<file path="src/rtl/fb_pkg.sv">
// Shared framebuffer constants and blit FSM state type; used by the blitter and the scan-out drawer.
package fb_pkg;
  localparam int FB_W   = 240;
  localparam int FB_H   = 160;
  localparam int SRC_W  = 271;
  localparam int ADDR_W = 19;
  localparam int PIX_W  = 24;
  localparam logic [PIX_W-1:0] KEY_COLOR = 24'hFF00FF;

  typedef enum logic [1:0] {
    IDLE,
    ISSUE,
    DRAIN,
    DONE
  } blit_state_e;
endpackage

</file>
<file path="src/rtl/fb_blit_addr_gen.sv">
// Blit address generator: row-major col/row walk, mirrored source column, source/dest
// address multiply-add and the destination clip flag.
module fb_blit_addr_gen
  import fb_pkg::*;
#(
  parameter int SRC_PITCH = SRC_W,
  parameter int DST_W     = FB_W,
  parameter int DST_H     = FB_H
) (
  input  logic              Clk,
  input  logic              Reset,
  input  logic              clear_i,
  input  logic              step_i,
  input  logic [8:0]        srcX_i,
  input  logic [8:0]        srcY_i,
  input  logic [8:0]        dstX_i,
  input  logic [8:0]        dstY_i,
  input  logic [5:0]        width_i,
  input  logic [5:0]        height_i,
  input  logic              mirror_i,
  output logic [ADDR_W-1:0] srcAddr_o,
  output logic [ADDR_W-1:0] dstAddr_o,
  output logic              valid_o,
  output logic              last_o
);
  logic [5:0] col_q, col_d;
  logic [5:0] row_q, row_d;
  logic [5:0] srcCol;
  logic       colEnd;
  logic [ADDR_W-1:0] srcRow, dstCol, dstRow;

  assign colEnd = (col_q == width_i - 6'd1);

  always_comb begin
    col_d = col_q;
    row_d = row_q;
    if (clear_i) begin
      col_d = '0;
      row_d = '0;
    end else if (step_i) begin
      if (colEnd) begin
        col_d = '0;
        row_d = row_q + 6'd1;
      end else begin
        col_d = col_q + 6'd1;
      end
    end
  end

  always_ff @(posedge Clk or posedge Reset) begin
    if (Reset) begin
      col_q <= '0;
      row_q <= '0;
    end else begin
      col_q <= col_d;
      row_q <= row_d;
    end
  end

  // Mirroring only affects which source column is fetched; the destination still walks left to right.
  assign srcCol    = mirror_i ? (width_i - 6'd1 - col_q) : col_q;
  assign srcRow    = ADDR_W'(srcY_i) + ADDR_W'(row_q);
  assign srcAddr_o = srcRow * ADDR_W'(SRC_PITCH) + ADDR_W'(srcX_i) + ADDR_W'(srcCol);

  assign dstCol    = ADDR_W'(dstX_i) + ADDR_W'(col_q);
  assign dstRow    = ADDR_W'(dstY_i) + ADDR_W'(row_q);
  assign dstAddr_o = dstRow * ADDR_W'(DST_W) + dstCol;
  assign valid_o   = (dstCol < ADDR_W'(DST_W)) && (dstRow < ADDR_W'(DST_H));

  assign last_o = colEnd && (row_q == height_i - 6'd1);
endmodule

</file>
<file path="src/rtl/fb_blitter.sv">
// Framebuffer blitter: copies a source rectangle with key-colour skip, mirror and clipping.
// Define FB_BLITTER_SOLID_FILL_EN to add the fill/fill_color solid-colour mode.
module fb_blitter #(
  parameter int                   FB_W      = fb_pkg::FB_W,
  parameter int                   FB_H      = fb_pkg::FB_H,
  parameter int                   SRC_W     = fb_pkg::SRC_W,
  parameter logic [fb_pkg::PIX_W-1:0] KEY_COLOR = fb_pkg::KEY_COLOR
) (
  input  logic                       Clk,
  input  logic                       Reset,
  input  logic                       start,
  input  logic [8:0]                 src_x,
  input  logic [8:0]                 src_y,
  input  logic [8:0]                 dst_x,
  input  logic [8:0]                 dst_y,
  input  logic [5:0]                 blit_w,
  input  logic [5:0]                 blit_h,
  input  logic                       mirror,
`ifdef FB_BLITTER_SOLID_FILL_EN
  input  logic                       fill,
  input  logic [fb_pkg::PIX_W-1:0]   fill_color,
`endif
  output logic                       busy,
  output logic                       done,
  output logic [fb_pkg::ADDR_W-1:0]  src_read_address,
  input  logic [fb_pkg::PIX_W-1:0]   src_data,
  output logic [fb_pkg::ADDR_W-1:0]  fb_write_address,
  output logic [fb_pkg::PIX_W-1:0]   fb_data_In,
  output logic                       fb_we
);
  import fb_pkg::*;

  blit_state_e state_q, state_d;
  logic        loadParams, stepPix;
  logic [8:0]  srcX_q, srcY_q, dstX_q, dstY_q;
  logic [5:0]  width_q, height_q;
  logic        mirror_q;
  logic [ADDR_W-1:0] srcAddr, dstAddr;
  logic        pixValid, lastPix;
  logic        wrValid_q, wrValid_d;
  logic [ADDR_W-1:0] wrAddr_q, wrAddr_d;

  always_comb begin
    state_d    = state_q;
    loadParams = 1'b0;
    stepPix    = 1'b0;
    case (state_q)
      IDLE: begin
        if (start) begin
          loadParams = 1'b1;
          state_d    = (blit_w == 6'd0 || blit_h == 6'd0) ? DONE : ISSUE;
        end
      end
      ISSUE: begin
        stepPix = 1'b1;
        if (lastPix) state_d = DRAIN;
      end
      DRAIN:   state_d = DONE;
      DONE:    state_d = IDLE;
      default: state_d = IDLE;
    endcase
  end

  always_ff @(posedge Clk or posedge Reset) begin
    if (Reset) begin
      state_q   <= IDLE;
      wrValid_q <= 1'b0;
      wrAddr_q  <= '0;
    end else begin
      state_q   <= state_d;
      wrValid_q <= wrValid_d;
      wrAddr_q  <= wrAddr_d;
    end
  end

  always_ff @(posedge Clk or posedge Reset) begin
    if (Reset) begin
      srcX_q   <= '0;
      srcY_q   <= '0;
      dstX_q   <= '0;
      dstY_q   <= '0;
      width_q  <= '0;
      height_q <= '0;
      mirror_q <= 1'b0;
    end else if (loadParams) begin
      srcX_q   <= src_x;
      srcY_q   <= src_y;
      dstX_q   <= dst_x;
      dstY_q   <= dst_y;
      width_q  <= blit_w;
      height_q <= blit_h;
      mirror_q <= mirror;
    end
  end

  fb_blit_addr_gen #(
    .SRC_PITCH(SRC_W),
    .DST_W    (FB_W),
    .DST_H    (FB_H)
  ) u_addr_gen (
    .Clk      (Clk),
    .Reset    (Reset),
    .clear_i  (loadParams),
    .step_i   (stepPix),
    .srcX_i   (srcX_q),
    .srcY_i   (srcY_q),
    .dstX_i   (dstX_q),
    .dstY_i   (dstY_q),
    .width_i  (width_q),
    .height_i (height_q),
    .mirror_i (mirror_q),
    .srcAddr_o(srcAddr),
    .dstAddr_o(dstAddr),
    .valid_o  (pixValid),
    .last_o   (lastPix)
  );

  // Destination address and clip flag wait one cycle to line up with the source RAM data.
  assign wrValid_d = (state_q == ISSUE) && pixValid;
  assign wrAddr_d  = (state_q == ISSUE) ? dstAddr : wrAddr_q;

  assign busy             = (state_q == ISSUE) || (state_q == DRAIN);
  assign done             = (state_q == DONE);
  assign fb_write_address = wrAddr_q;

`ifdef FB_BLITTER_SOLID_FILL_EN
  logic             fill_q;
  logic [PIX_W-1:0] fillColor_q;

  always_ff @(posedge Clk or posedge Reset) begin
    if (Reset) begin
      fill_q      <= 1'b0;
      fillColor_q <= '0;
    end else if (loadParams) begin
      fill_q      <= fill;
      fillColor_q <= fill_color;
    end
  end

  assign src_read_address = (state_q == ISSUE && !fill_q) ? srcAddr : '0;
  assign fb_we            = wrValid_q && (fill_q || (src_data != KEY_COLOR));
  assign fb_data_In       = wrValid_q ? (fill_q ? fillColor_q : src_data) : '0;
`else
  assign src_read_address = (state_q == ISSUE) ? srcAddr : '0;
  assign fb_we            = wrValid_q && (src_data != KEY_COLOR);
  assign fb_data_In       = wrValid_q ? src_data : '0;
`endif
endmodule

</file>
<file path="config.mk">
export PLATFORM = sky130hd
export DESIGN_NAME = fb_blitter
export DESIGN_NICKNAME = d
export VERILOG_FILES = /design/src/rtl/fb_pkg.sv /design/src/rtl/fb_blit_addr_gen.sv /design/src/rtl/fb_blitter.sv
export SDC_FILE = /design/constraint.sdc
export NUM_CORES = 1
export LEC_CHECK = 0
export ABC_CLOCK_PERIOD_IN_PS = 13180
export CORE_MARGIN = 2
export CORE_UTILIZATION = 35
export CTS_CLUSTER_SIZE = 40
export DETAILED_ROUTE_END_ITERATION = 8
export PLACE_DENSITY = 0.58
export SYNTH_ARGS = -nofsm -noshare
export SYNTH_HDL_FRONTEND = slang
export SYNTH_HIERARCHICAL = 1
export SYNTH_SLANG_ARGS = --single-unit
</file>
<file path="constraint.sdc">
create_clock -name Clk -period 13.18 [get_ports Clk]
set_clock_uncertainty 0.1 [all_clocks]
set_input_delay 1.977 -clock Clk [delete_from_list [all_inputs] [get_ports Clk]]
set_output_delay 1.977 -clock Clk [all_outputs]
set_load 0.005 [all_outputs]
</file>
=== After elaboration in Yosys (flattened, before gate mapping) ===
Index checks and enable logic that the tools add are counted.
Widths: inputs -> output; s select.

* Word-level logic and storage cells: 64
* Flip-flop bits (word level): 83
* Input port bits: 76
* Output and inout bits: 65

* Equality and inequality tests: 8
* Mux-type cells: 16
* Reductions and logical operators: 13
* $mul: 2
* Add/sub/neg operators: 11
* $lt $le $gt $ge: 2

{| class="wikitable"
|+ Operators by type and width
! operator !! number
|-
| $mux 6 || 7
|-
| $lt 19x8->1 const B || 2
|-
| $add 9x6->10 || 3
|-
| $mux 24 || 1
|-
| $ne 24x24->1 const B || 1
|-
| $add 19x19->19 || 1
|-
| $add 19x6->19 || 1
|-
| $add 19x9->19 || 1
|-
| $mul 19x4->15 const B || 1
|-
| $mul 19x9->19 const B || 1
|-
| $mux 19 || 1
|-
| $add 6x1->6 const B || 2
|-
| $eq 6x6->1 || 2
|-
| $logic_not 6->1 || 2
|-
| $sub 6x1->6 const B || 2
|-
| $pmux 2 s4 || 1
|-
| $mux 2 || 3
|-
| $sub 6x6->6 || 1
|-
| $eq 2x2->1 const B || 2
|-
| $logic_and 1x1->1 || 4
|-
| $ne 2x2->1 const B || 2
|-
| $reduce_and 2->1 || 2
|-
| $reduce_bool 2->1 || 2
|-
| $mux 1 || 3
|-
| other kinds (3) || 4
|}

=== Depth between registers and ports, before layout ===
* Depth after elaboration: 5
* Mapped depth: 28
* Gate-level depth less buffers: 28

=== Cells and area by module ===
Netlist, hierarchy kept.

{| class="wikitable"
|+ By module, submodules not included
! module !! instances !! sequential area each (um2) !! area an instance (um2) !! cells each
|-
| fb_blit_addr_gen || 1 || 300.3 || 5848.1 || 701
|-
| fb_blitter || 1 || 1776.7 || 3120.5 || 227
|}

=== Worst setup path after synthesis ===
Ideal clock, no wire load.

* Kind: reg-to-output
* Start: register u_addr_gen.row_q[0]
* End: output port src_read_address[17] (netlist bit)
* Setup slack: 4.779 ns
* Arrival time: 6.324 ns
* Data required time: 11.103 ns
* Path buffers: 0
* Cell stages (with the launch flop): 29
* Cell sequence: dfrtp_1 > ha_1 > fa_1 > a21o_1 > a21oi_1 > o21bai_1 > a21oi_2 > nor2_1 > xnor2_1 > inv_1 > ha_1 > o21bai_1 > ha_1 > inv_1 > fa_1 > inv_1 > fa_1 > inv_1 > fa_1 > inv_1 > ha_1 > nand2_1 > a211oi_1 > a221o_1 > a31oi_1 > o21ai_0 > a21oi_1 > xnor2_1 > and2_1

* Longest elaborated chain between the ends: 5

{| class="wikitable"
|+ RTL lines
! element !! RTL line !! RTL
|-
| from (decl) || fb_blit_addr_gen.sv:27 || <nowiki>logic [5:0] row_q, row_d;</nowiki>
|-
| from (signal assigned) || fb_blit_addr_gen.sv:56 || <nowiki>row_q <= row_d;</nowiki>
|-
| $add 9x6->10 || fb_blit_addr_gen.sv:62 || <nowiki>assign srcRow = ADDR_W'(srcY_i) + ADDR_W'(row_q);</nowiki>
|-
| $mul 19x9->19 || fb_blit_addr_gen.sv:63 || <nowiki>assign srcAddr_o = srcRow * ADDR_W'(SRC_PITCH) + ADDR_W'(srcX_i) + ADDR_W'(srcCol);</nowiki>
|-
| $add 19x9->19 || fb_blit_addr_gen.sv:63 ||
|-
| $add 19x6->19 || fb_blit_addr_gen.sv:63 ||
|-
| named net srcAddr[17] || fb_blitter.sv:38 || <nowiki>logic [ADDR_W-1:0] srcAddr, dstAddr;</nowiki>
|-
| $mux 19 || fb_blitter.sv:144 || <nowiki>assign src_read_address = (state_q == ISSUE) ? srcAddr : '0;</nowiki>
|-
| to (decl) || fb_blitter.sv:25 || <nowiki>output logic [fb_pkg::ADDR_W-1:0] src_read_address,</nowiki>
|}

The timed path passes the listed nets, and every way through them passes these cells.

=== Worst setup path after layout ===
* Start: register u_addr_gen.row_q[0]
* End: output port src_read_address[18] (netlist bit)

Same word-level chain as after synthesis.

==> results_dict.tcl <==
set metrics [dict create \
    cp_slowest_cell "a2111oi_0" \
    cts_setup_buffers 0 \
    min_period_ns 9.845 \
    h-tree-depth 3 \
    syn-num-nets 1173 \
    area_growth_pct 22.94 \
    dp_cells 1382 \
    synth_top_area_share_pct 23.16 \
    crit_top_cell "inv_1" \
    insertion_delay_ns 0.35 \
    grt_pass1_wl_um 33400 \
    synthTopCellsByArea "dfrtp_1 (23%), ha_1 (17%), fa_1 (10%)" \
    dp.final_hpwl_um 16580 \
    slew_headroom_pct 48.46 \
    final_cell_mix "inv_1 (145), clkdlybuf4s50_1 (140), ha_1 (121), dfrtp_1 (83), mux2_2 (64)" \
    worstPathRequired_ns 11.10 \
    finalSetupViolCount 0 \
    r2r_start "u_addr_gen/row_q[0]$_DFFE_PP0P_" \
    timing.rr.end "fb_write_address[18]$_DFFE_PP0N_" \
    final_common_cell "inv_1" \
    end_kind "primary output" \
    startpoint "u_addr_gen/row_q[0]$_DFFE_PP0P_" \
    rrSetupSlack_ns 7.15 \
    drt-initial-drc-count 207 \
    instances_no_fill 1398 \
    hold_class "flip-flop to flip-flop" \
    ys_seq_area_share_pct 23.16 \
    dieHeight_um 164.1 \
    synth_seq_cells 83 \
    synth-edff-count 0 \
    grt_antenna_before_repair 0 \
    status "finished clean" \
    place_congestion 0.7956 \
    rr_worst_depth 21 \
    drive_gt1_share_pct 10.58 \
    die_width_um 164.1 \
    first_pass_iters 4 \
    ios 141 \
    critPathTopFamily "adder cells" \
    grt_use_total_pct 15.74 \
    initial_utilization_pct 35.62 \
    ctsResizeCount 0 \
    worstSetupPathType "flip-flop to primary output" \
    cts_hold_buf 0 \
    fin_ws_ns 3.335 \
    syn-instance-count 928 \
    worstMarginPinSlew_ns 0.7677 \
    rows 58 \
    grt_pass1_vias 6626 \
    cp.depth 28 \
    clk_pin_slew_ns 0.07 \
    period_share_pct 74.70 \
    overflow 0 \
    io_buffers 140 \
    syn_area_per_cell_um2 9.664 \
    clockBufferDepth 2 \
    cap_viol_max_count 0 \
    whs_ns 0.4042 \
    root_buffer "clkbuf_16" \
    hold_viol_final 0 \
    dieArea_um2 26920 \
    cp_max_fo 7 \
    wl_per_cell_um 14.50 \
    syn_area_um2 8969 \
    crit_path_max_incr_delay_ns 0.56 \
    synthArstFlopShare_pct 100.0 \
    grt_max_degree 51 \
    cp-start-kind "flip-flop" \
    drt_wl_total_um 20270 \
    cts_sinks 83 \
    fin_nets 1308 \
    viasPerCell 4.847 \
    via_count 6776 \
    ys.flop_type "dfrtp_1" \
    synth_cell_type_count 81 \
    drc 0 \
    yosysTopAreaCell "dfrtp_1" \
    worstPathArrival_ns 7.77 \
    cts_buffers 9 \
    ys.warnings.count 6 \
    drtAntennaViolNets 0 \
    place_ws_ns 3.768 \
    max_freq_ghz 0.1016 \
    path_buf_inv 6 \
    maxSlewViolCount 0 \
    tritoncts "built" \
    rsz0062_at_grt "no" \
    crit_end "src_read_address[18]" \
    coreArea_um2 25180 \
    n_antenna_cell 0 \
    tns_ns 0 \
]
[logic make-up (layout without fill, tap and decap cells)]
logic type / count (synthesis) / count (layout) / share of synthesized area, %
AO/OA/AOI/OAI: 145 / 145 / 11.47
XOR/XNOR: 83 / 83 / 8.747
adder cells (fa/ha/maj): 171 / 171 / 27.73
buffers and inverters: 165 / 305 / 7.338
flip-flops: 83 / 83 / 23.16
multiplexers: 73 / 73 / 9.110
AND/OR/NAND/NOR: 208 / 208 / 12.44
[worst reg2reg max path, stage by stage (launching register included)]
cell and delay [ns]:
dfrtp_1 0.49, ha_1 0.26, fa_1 0.42, a21oi_1 0.18
nor2_1 0.05, nor2_1 0.16, o21bai_1 0.08, a21oi_1 0.23
nor2_1 0.11, xnor2_1 0.59, fa_1 0.54, fa_1 0.51
inv_1 0.04, ha_1 0.38, a21o_1 0.21, a21o_1 0.20
a221o_1 0.31, a211oi_2 0.33, nor2_1 0.08, o2111a_1 0.25
o21a_1 0.16, mux2_2 0.25
[how the worst min path moves through the flow]
| stage | from | to | slack [ns] | cells after the start |
|---|---|---|---|---|
| after CTS | srcX_q[5]$_DFFE_PP0P_ | srcX_q[5]$_DFFE_PP0P_ | 0.41 | 1 |
| after floorplan | dstX_q[6]$_DFFE_PP0P_ | dstX_q[6]$_DFFE_PP0P_ | 0.38 | 1 |
| after detailed placement | srcX_q[5]$_DFFE_PP0P_ | srcX_q[5]$_DFFE_PP0P_ | 0.39 | 1 |
| after global routing | fb_write_address[15]$_DFFE_PP0N_ | fb_write_address[15]$_DFFE_PP0N_ | 0.43 | 1 |
| after global placement | fb_write_address[16]$_DFFE_PP0N_ | fb_write_address[16]$_DFFE_PP0N_ | 0.39 | 1 |
| final | fb_write_address[16]$_DFFE_PP0N_ | fb_write_address[16]$_DFFE_PP0N_ | 0.40 | 1 |
[cell usage after synthesis (4+ instances only)]
cell / instances
xnor2_1: 55
nand2_1: 25
clkbuf_1: 8
nand4_1: 13
o21bai_1: 7
a211oi_1: 8
a31oi_1: 4
a21o_1: 16
fa_1: 47
nor4_1: 5
o21ai_0: 19
nor2_1: 54
inv_1: 146
o21a_1: 7
mux2_1: 5
mux2_2: 64
a21oi_2: 5
dfrtp_1: 83
nor3_1: 18
nor2b_1: 8
and2_1: 47
o21ai_1: 6
a21oi_1: 37
nand3_1: 10
mux2i_1: 4
xor2_1: 22
ha_1: 122
[registers in the layout (all words and copies together), names as in the netlist]
name	cells
dstX_q	9
dstY_q	9
fb_write_address	19
height_q	6
mirror_q	1
srcX_q	9
srcY_q	9
state_q	2
u_addr_gen/col_q	6
u_addr_gen/row_q	6
width_q	6
wrValid_q	1
[metrics by stage]
stage / utilization, % / cell area, um^2
2_1_floorplan: - / 8969
3_3_place_gp: 42.48 / 10700
3_5_place_dp: 42.48 / 10700
4_1_cts: 43.78 / 11030
5_1_grt: 43.78 / 11030
6_report: 43.78 / 11030
[per-layer routing]
layer / track usage, % / part of all wire (%)
met1: 20.72 / 47
met3: 2.424 / 2.9
met4: 3.788 / 1.3
met2: 27.06 / 49
met5: 0 / 0
[cell type report]
| type | instances | area [um^2] |
|---|---|---|
| Inverter | 146 | 548.0 |
| Clock inverter | 6 | 88.84 |
| Clock buffer | 10 | 239.0 |
| Tap cell | 330 | 412.9 |
| Fill cell | 2463 | 14160 |
| Timing Repair Buffer | 143 | 1424 |
| Multi-Input combinational cell | 680 | 6236 |
| Sequential cell | 83 | 2077 |
Power is left out: the tool's default activity adds up to more than one toggle a clock period on the data nets, which glitch-free logic cannot reach.
